**src/rtl/return_address_stack.sv**
```systemverilog
// return_address_stack: hardware call/return stack driving the program counter's data/load pair.
// Calls push pc_in+1 and jump to target; returns pop the top entry back into the counter.
module return_address_stack #(
    parameter int WIDTH = 16,
    parameter int DEPTH = 8
) (
    input  logic                     clk,
    input  logic                     reset,
    input  logic [WIDTH-1:0]         pc_in,
    input  logic [WIDTH-1:0]         target,
    input  logic                     call,
    input  logic                     ret,
    input  logic                     clear_err,
    output logic [WIDTH-1:0]         data,
    output logic                     load,
    output logic [$clog2(DEPTH):0]   depth,
    output logic                     full,
    output logic                     empty,
    output logic                     overflow,
    output logic                     underflow,
    output logic                     conflict
);
    localparam int AW = $clog2(DEPTH);
    localparam logic [AW:0] ONE = (AW+1)'(1);
    localparam logic [AW:0] CAP = (AW+1)'(DEPTH);

    logic [WIDTH-1:0] stack_q [DEPTH];
    logic [WIDTH-1:0] stack_d [DEPTH];
    logic [AW:0]      depth_q, depth_d;
    logic [WIDTH-1:0] data_q, data_d;
    logic             load_q, load_d;
    logic             overflow_q, overflow_d;
    logic             underflow_q, underflow_d;
    logic             conflict_q, conflict_d;
    logic             call_only, ret_only, do_push, do_pop;
    logic [AW-1:0]    wr_idx, top_idx;

    assign full      = depth_q == CAP;
    assign empty     = depth_q == '0;
    assign call_only = call & ~ret;
    assign ret_only  = ret & ~call;
    assign do_push   = call_only & ~full;
    assign do_pop    = ret_only & ~empty;
    assign wr_idx    = depth_q[AW-1:0];
    assign top_idx   = AW'(depth_q - ONE);

    always_comb begin
        stack_d = stack_q;
        if (do_push) stack_d[wr_idx] = pc_in + WIDTH'(1);
        depth_d     = do_push ? depth_q + ONE : do_pop ? depth_q - ONE : depth_q;
        load_d      = call_only | do_pop;
        data_d      = call_only ? target : do_pop ? stack_q[top_idx] : data_q;
        // a new error event in the clearing cycle keeps the flag set
        overflow_d  = (overflow_q & ~clear_err) | (call_only & full);
        underflow_d = (underflow_q & ~clear_err) | (ret_only & empty);
        conflict_d  = (conflict_q & ~clear_err) | (call & ret);
    end

    always_ff @(posedge clk or posedge reset) begin
        if (reset) begin
            stack_q     <= '{default: '0};
            depth_q     <= '0;
            data_q      <= '0;
            load_q      <= 1'b0;
            overflow_q  <= 1'b0;
            underflow_q <= 1'b0;
            conflict_q  <= 1'b0;
        end else begin
            stack_q     <= stack_d;
            depth_q     <= depth_d;
            data_q      <= data_d;
            load_q      <= load_d;
            overflow_q  <= overflow_d;
            underflow_q <= underflow_d;
            conflict_q  <= conflict_d;
        end
    end

    assign data      = data_q;
    assign load      = load_q;
    assign depth     = depth_q;
    assign overflow  = overflow_q;
    assign underflow = underflow_q;
    assign conflict  = conflict_q;
endmodule

```
**config.mk**
```make
export PLATFORM = sky130hd
export DESIGN_NAME = return_address_stack
export DESIGN_NICKNAME = d
export VERILOG_FILES = /design/src/rtl/return_address_stack.sv
export SDC_FILE = /design/constraint.sdc
export NUM_CORES = 1
export LEC_CHECK = 0
export CAP_MARGIN = 40
export CORE_ASPECT_RATIO = 1.75
export CORE_UTILIZATION = 40
export CTS_BUF_LIST = sky130_fd_sc_hd__clkbuf_8
export DETAILED_ROUTE_END_ITERATION = 12
export GPL_TIMING_DRIVEN = 0
export PLACE_DENSITY_LB_ADDON = 0.25
export SLEW_MARGIN = 20
export SYNTH_ARGS = -nofsm -noshare
export SYNTH_HDL_FRONTEND = slang
export SYNTH_SLANG_ARGS = --single-unit
```
**constraint.sdc**
```tcl
create_clock -name clk -period 15.5 [get_ports clk]
set_input_delay 3.875 -clock clk [delete_from_list [all_inputs] [get_ports clk]]
set_output_delay 3.875 -clock clk [all_outputs]
set_load 0.005 [all_outputs]
```
## Word level (Yosys, flattened, before mapping)

Cells that the tools add are included.

- Bits in registers: 152
- Bits of input ports: 37
- Output and inout bits: 26
- Logic and storage cells: 56

- $add $sub $neg: 3
- Magnitude comparators: 3
- Equality and inequality tests: 1
- Multiplexer cells: 10
- Bitwise operators: 21
- Reductions and logical operators: 4

Operators by type and width:

| operator | number |
|---|---|
| 128-bit bitwise mux | 1 |
| 16-bit 2-to-1 mux | 5 |
| 16-bit binary-select mux with 3-bit select | 1 |
| 16-bit demux with 3-bit select | 1 |
| 16-bit by 1-bit adder with 16-bit output, second input constant | 1 |
| 1-bit bitwise AND | 10 |
| 4-bit >= comparator, second input constant | 2 |
| 4-bit 2-to-1 mux | 2 |
| 3-bit inverter with 4-bit output | 2 |
| 1-bit inverter | 5 |
| 4-bit by 1-bit adder with 4-bit output, second input constant | 1 |
| 4-bit equality test, second input constant | 1 |
| 4-bit zero test | 1 |
| 4-bit by 1-bit < comparator with 1-bit output, second input constant | 1 |
| 1-bit OR | 4 |
| 2-bit nonzero test | 2 |
| 4-bit by 1-bit subtractor with 4-bit output, second input constant | 1 |
| 1-bit logical AND | 1 |

## Depth between registers and ports, before layout

- Word-level depth: 7
- Mapped depth: 10
- Gate-level depth less buffers: 6

## Worst setup path before layout

OpenSTA, ideal clock, no wires.

- Path kind: reg-to-output
- From: register depth_q[0], in the netlist depth[0]
- To: output empty
- Arrival time: 1.590 ns
- Data required time: 11.625 ns
- Setup slack: 10.035 ns
- Cell stages (with the launch flop): 7
- Path buffers: 2
- Cells stage by stage: dfrtp_1 buf_4 buf_4 inv_1 ha_1 or3b_4 inv_1

- Cells in the longest elaborated chain, start to end: 1

Ends and longest elaborated chain:

| what | RTL line | text |
|---|---|---|
| from (decl) | 29 | `logic [AW:0] depth_q, depth_d;` |
| from (signal assigned) | 70 | `depth_q <= depth_d;` |
| 4-bit zero test | 39 | `assign empty = depth_q == '0;` |
| to (decl) | 18 | `output logic empty,` |

Every way passes these cells.

## Worst setup path after layout

Ends and elaborated chain as after synthesis.

==> reports/results.ini <==
[status]
status = complete, no violations

[logic_synthesis]
synth_fp_nets = 730
postSynthAreaPerCell_sq_um = 10.2
async_reset_ff_share_pct = 100
yosysUniqueCellTypes = 44
synth_area_sq_um = 7070
yosys_register_bits = 152
ys.flop_type = dfrtp_1
yosysSeqAreaShare_pct = 53.8
synth-edff-count = 0
syn_inst = 690
synth_warnings = 0

[global_route]
grt_pass1_wl_um = 28700
grt-ovfl-total = 0
track_usage_pct = 21.2
grt_max_degree = 83
antenna_found_initial = 0
grt_pass1_vias = 5521

[clock_tree]
htreeDepth = 4
cts.repair.resized = 0
cts-root-buf = clkbuf_8
cts_buffers = 17
ctsHoldBuffers = 0
postCtsSetupBuffers = 0
clkLatencyLatePin_ns = 0.44
clockBufferDepth = 2
cts_tree = built
clk_pin_slew_worst_paths_ns = 0.08
numClockSinks = 152

[setup_path]
cp.arrival_ns = 2.83
crit_fanout = 10
r2r-end = data[7]
setup.worst_path.start_class = flip-flop
path_class = flip-flop to output pin
crit_required_ns = 11.62
reg2regPathDepth = 9
end_kind = output pin
ff2ff_setup_slack_ns = 12.67
r2r_start = depth[0]

[power_and_ir_drop]
clkPwrFrac_pct = 18.3
swShare_pct = 37.4
power_frac_seq_pct = 38.6
switching_power_mw = 0.676
pwr-share-comb_pct = 43.1
vdd_drop_max_mv = 0.0716
powerDensity_nw_per_um2 = 213
p_total_mw = 1.81
leakagePower_nw = 3.66
p_int_mw = 1.13

[detailed_routing]
drc_errors = 0
routedWlPerCell_um = 18.0
antenna_left = 0
wirelength_um = 18300
drtIter0Drc = 303
viasPerCell = 5.42
num_vias = 5515
dr.pass1.iters = 5

[timing]
finalSetupTns_ns = 0
tightest_slew_ns = 0.909
hold_viol_final = 0
rsz0062_at_grt = no
fin_crit_ns = 6.70
final_max_slew_viol_count = 0
finalWorstSetupSlack_ns = 8.80
slew_headroom_pct = 39.0
setup_viol = 0
skew_ns = 0.0102
hold_ws_ns = 0.478
period_share_pct = 43.2
fmax_mhz = 149

[hold_path]
holdPathStages = 2
hp-class = flip-flop to flip-flop
whs_endpoint = stack_q[12]
hp-start = stack_q[12]

[flow_run]
drv_cap = 0

[placed_design]
place.gp.congestion = 0.859
dp_slack_ns = 9.29
portBuffers = 62
dp_hpwl_um = 14000

[final_layout]
multiInputGateArea_sq_um = 2960
final_nets = 813
area_growth_syn_to_layout_pct = 19.8
ff_latch_area_sq_um = 3800
antenna_cells = 0
fillers = 1615
utilization_pct = 48.7
final_layout_size_suffix_gt1_share_pct = 11.1

[die]
start_util_pct = 40.7
die_h_um = 178
rows = 64
dieArea_sq_um = 18200
io_pins = 63
die_w_um = 103
coreArea_sq_um = 17400

==> power by group through the flow <==
stage / clock, mW / combinational, mW / sequential, mW
finish: 0.331 / 0.778 / 0.697
global route: 0.356 / 0.855 / 0.716
CTS: 0.339 / 0.778 / 0.694
detailed placement: 0 / 0.774 / 0.702
global placement: 0 / 0.756 / 0.693
floorplan: 0 / 0.532 / 0.678
==> metal layers <==
layer	share of wire, %	global-route usage [%]	up-vias
met3	3.9	2.64	28
met1	38	23.1	2703
met5	0	0	-
met4	2.9	9.35	0
met2	55	39.6	173
li1	-	-	2611
==> critical path: stages (launching register included) <==
cell and delay, ns:
dfrtp_1 0.41, buf_4 0.19, buf_4 0.18, inv_1 0.25, ha_1 0.34, or3b_4 0.45
inv_1 0.07, clkdlybuf4s50_1 0.49
==> Yosys cell counts, types with 4 or more instances <==
cell type,count,share of area (%)
nand2_1,41,2.2
inv_1,13,0.69
nor2_1,93,4.9
and2_1,7,0.62
o21ai_1,12,0.85
nor4_1,4,0.35
clkbuf_1,14,0.74
buf_4,4,0.42
dfrtp_1,152,54
a2111oi_0,16,2.0
a21o_1,16,1.7
a22oi_1,16,1.7
xnor2_1,13,1.6
nand3_1,7,0.50
mux2i_1,50,7.1
a221o_1,16,2.3
mux2_2,10,1.6
o21ai_0,36,2.5
a21oi_1,88,6.2
nand2b_1,4,0.35
buf_2,26,1.8
nor2b_1,14,1.2
nor3_1,6,0.42
==> placed cells by master, fill, tap and decap left out, types with 2 or more instances in the layout <==
cell and instances:
nor2_1 93, buf_6 3, clkbuf_8 18, ha_1 3
inv_1 13, buf_2 26, a21o_1 16, o21ai_1 12
xnor2_1 13, o22ai_1 2, a21oi_1 88, a22oi_1 16
clkdlybuf4s50_1 62, clkbuf_1 14, bufinv_16 4, nor3_1 6
nor4_1 4, nand2b_1 4, nor2b_1 14, a2111oi_0 16
nand2_1 41, mux2i_1 50, nand3_1 7, xor2_1 3
mux2_2 10, clkinv_4 4, and2_1 7, a221o_1 16
dfrtp_1 152, o21ai_0 36, clkbuf_4 2, inv_6 2
buf_4 4, nor4_2 3, nand4_1 3, clkinvlp_4 3
==> per-stage QoR <==
stage / instances / cell area, sq um
2_1_floorplan: 690 / 7070
3_3_place_gp: 983 / 7980
3_5_place_dp: 984 / 8020
4_1_cts: 1016 / 8460
5_1_grt: 1017 / 8470
6_report: 1017 / 8470
==> cells by family (layout without fill, tap and decap cells) <==
family                   count (synthesis)  count (layout)  share of synthesized area, %
buffers and inverters                   63             159                          4.41
flip-flops                             152             152                          53.8
XOR/XNOR                                17              17                          2.21
multiplexers                            60              60                          8.67
AND/OR/NAND/NOR                        188             188                          12.1
adder cells (fa/ha/maj)                  3               3                         0.531
AO/OA/AOI/OAI                          207             207                          18.3
==> registers in the layout, summed over array words and instances, names as in the netlist <==
name	cells
stack_q	128
data	16
depth	4
conflict	1
load	1
overflow	1
underflow	1
==> how the worst max path moves through the flow <==
stage             start           end  slack, ns  cells past startpoint
6_report       depth[0]         empty       8.80                      7
3_5_place_dp   depth[0]         empty       9.29                      7
3_3_place_gp      reset  stack_q[109]       5.72                      2
2_1_floorplan     reset      conflict       7.53                      1
5_1_grt        depth[0]         empty       8.68                      7
4_1_cts        depth[0]         empty       8.78                      7
==> layout make-up <==
class                   instances  share of cell area, %
clock inverters                14                   2.35
well taps                     231                   3.41
multi-input cells             475                   34.9
plain buffers                  50                   3.10
inverters                      13                  0.665
clock buffers                  18                   2.93
flip-flops and latches        152                   44.9
repair buffers                 64                   7.74
Power figures use the tool's default switching activity.
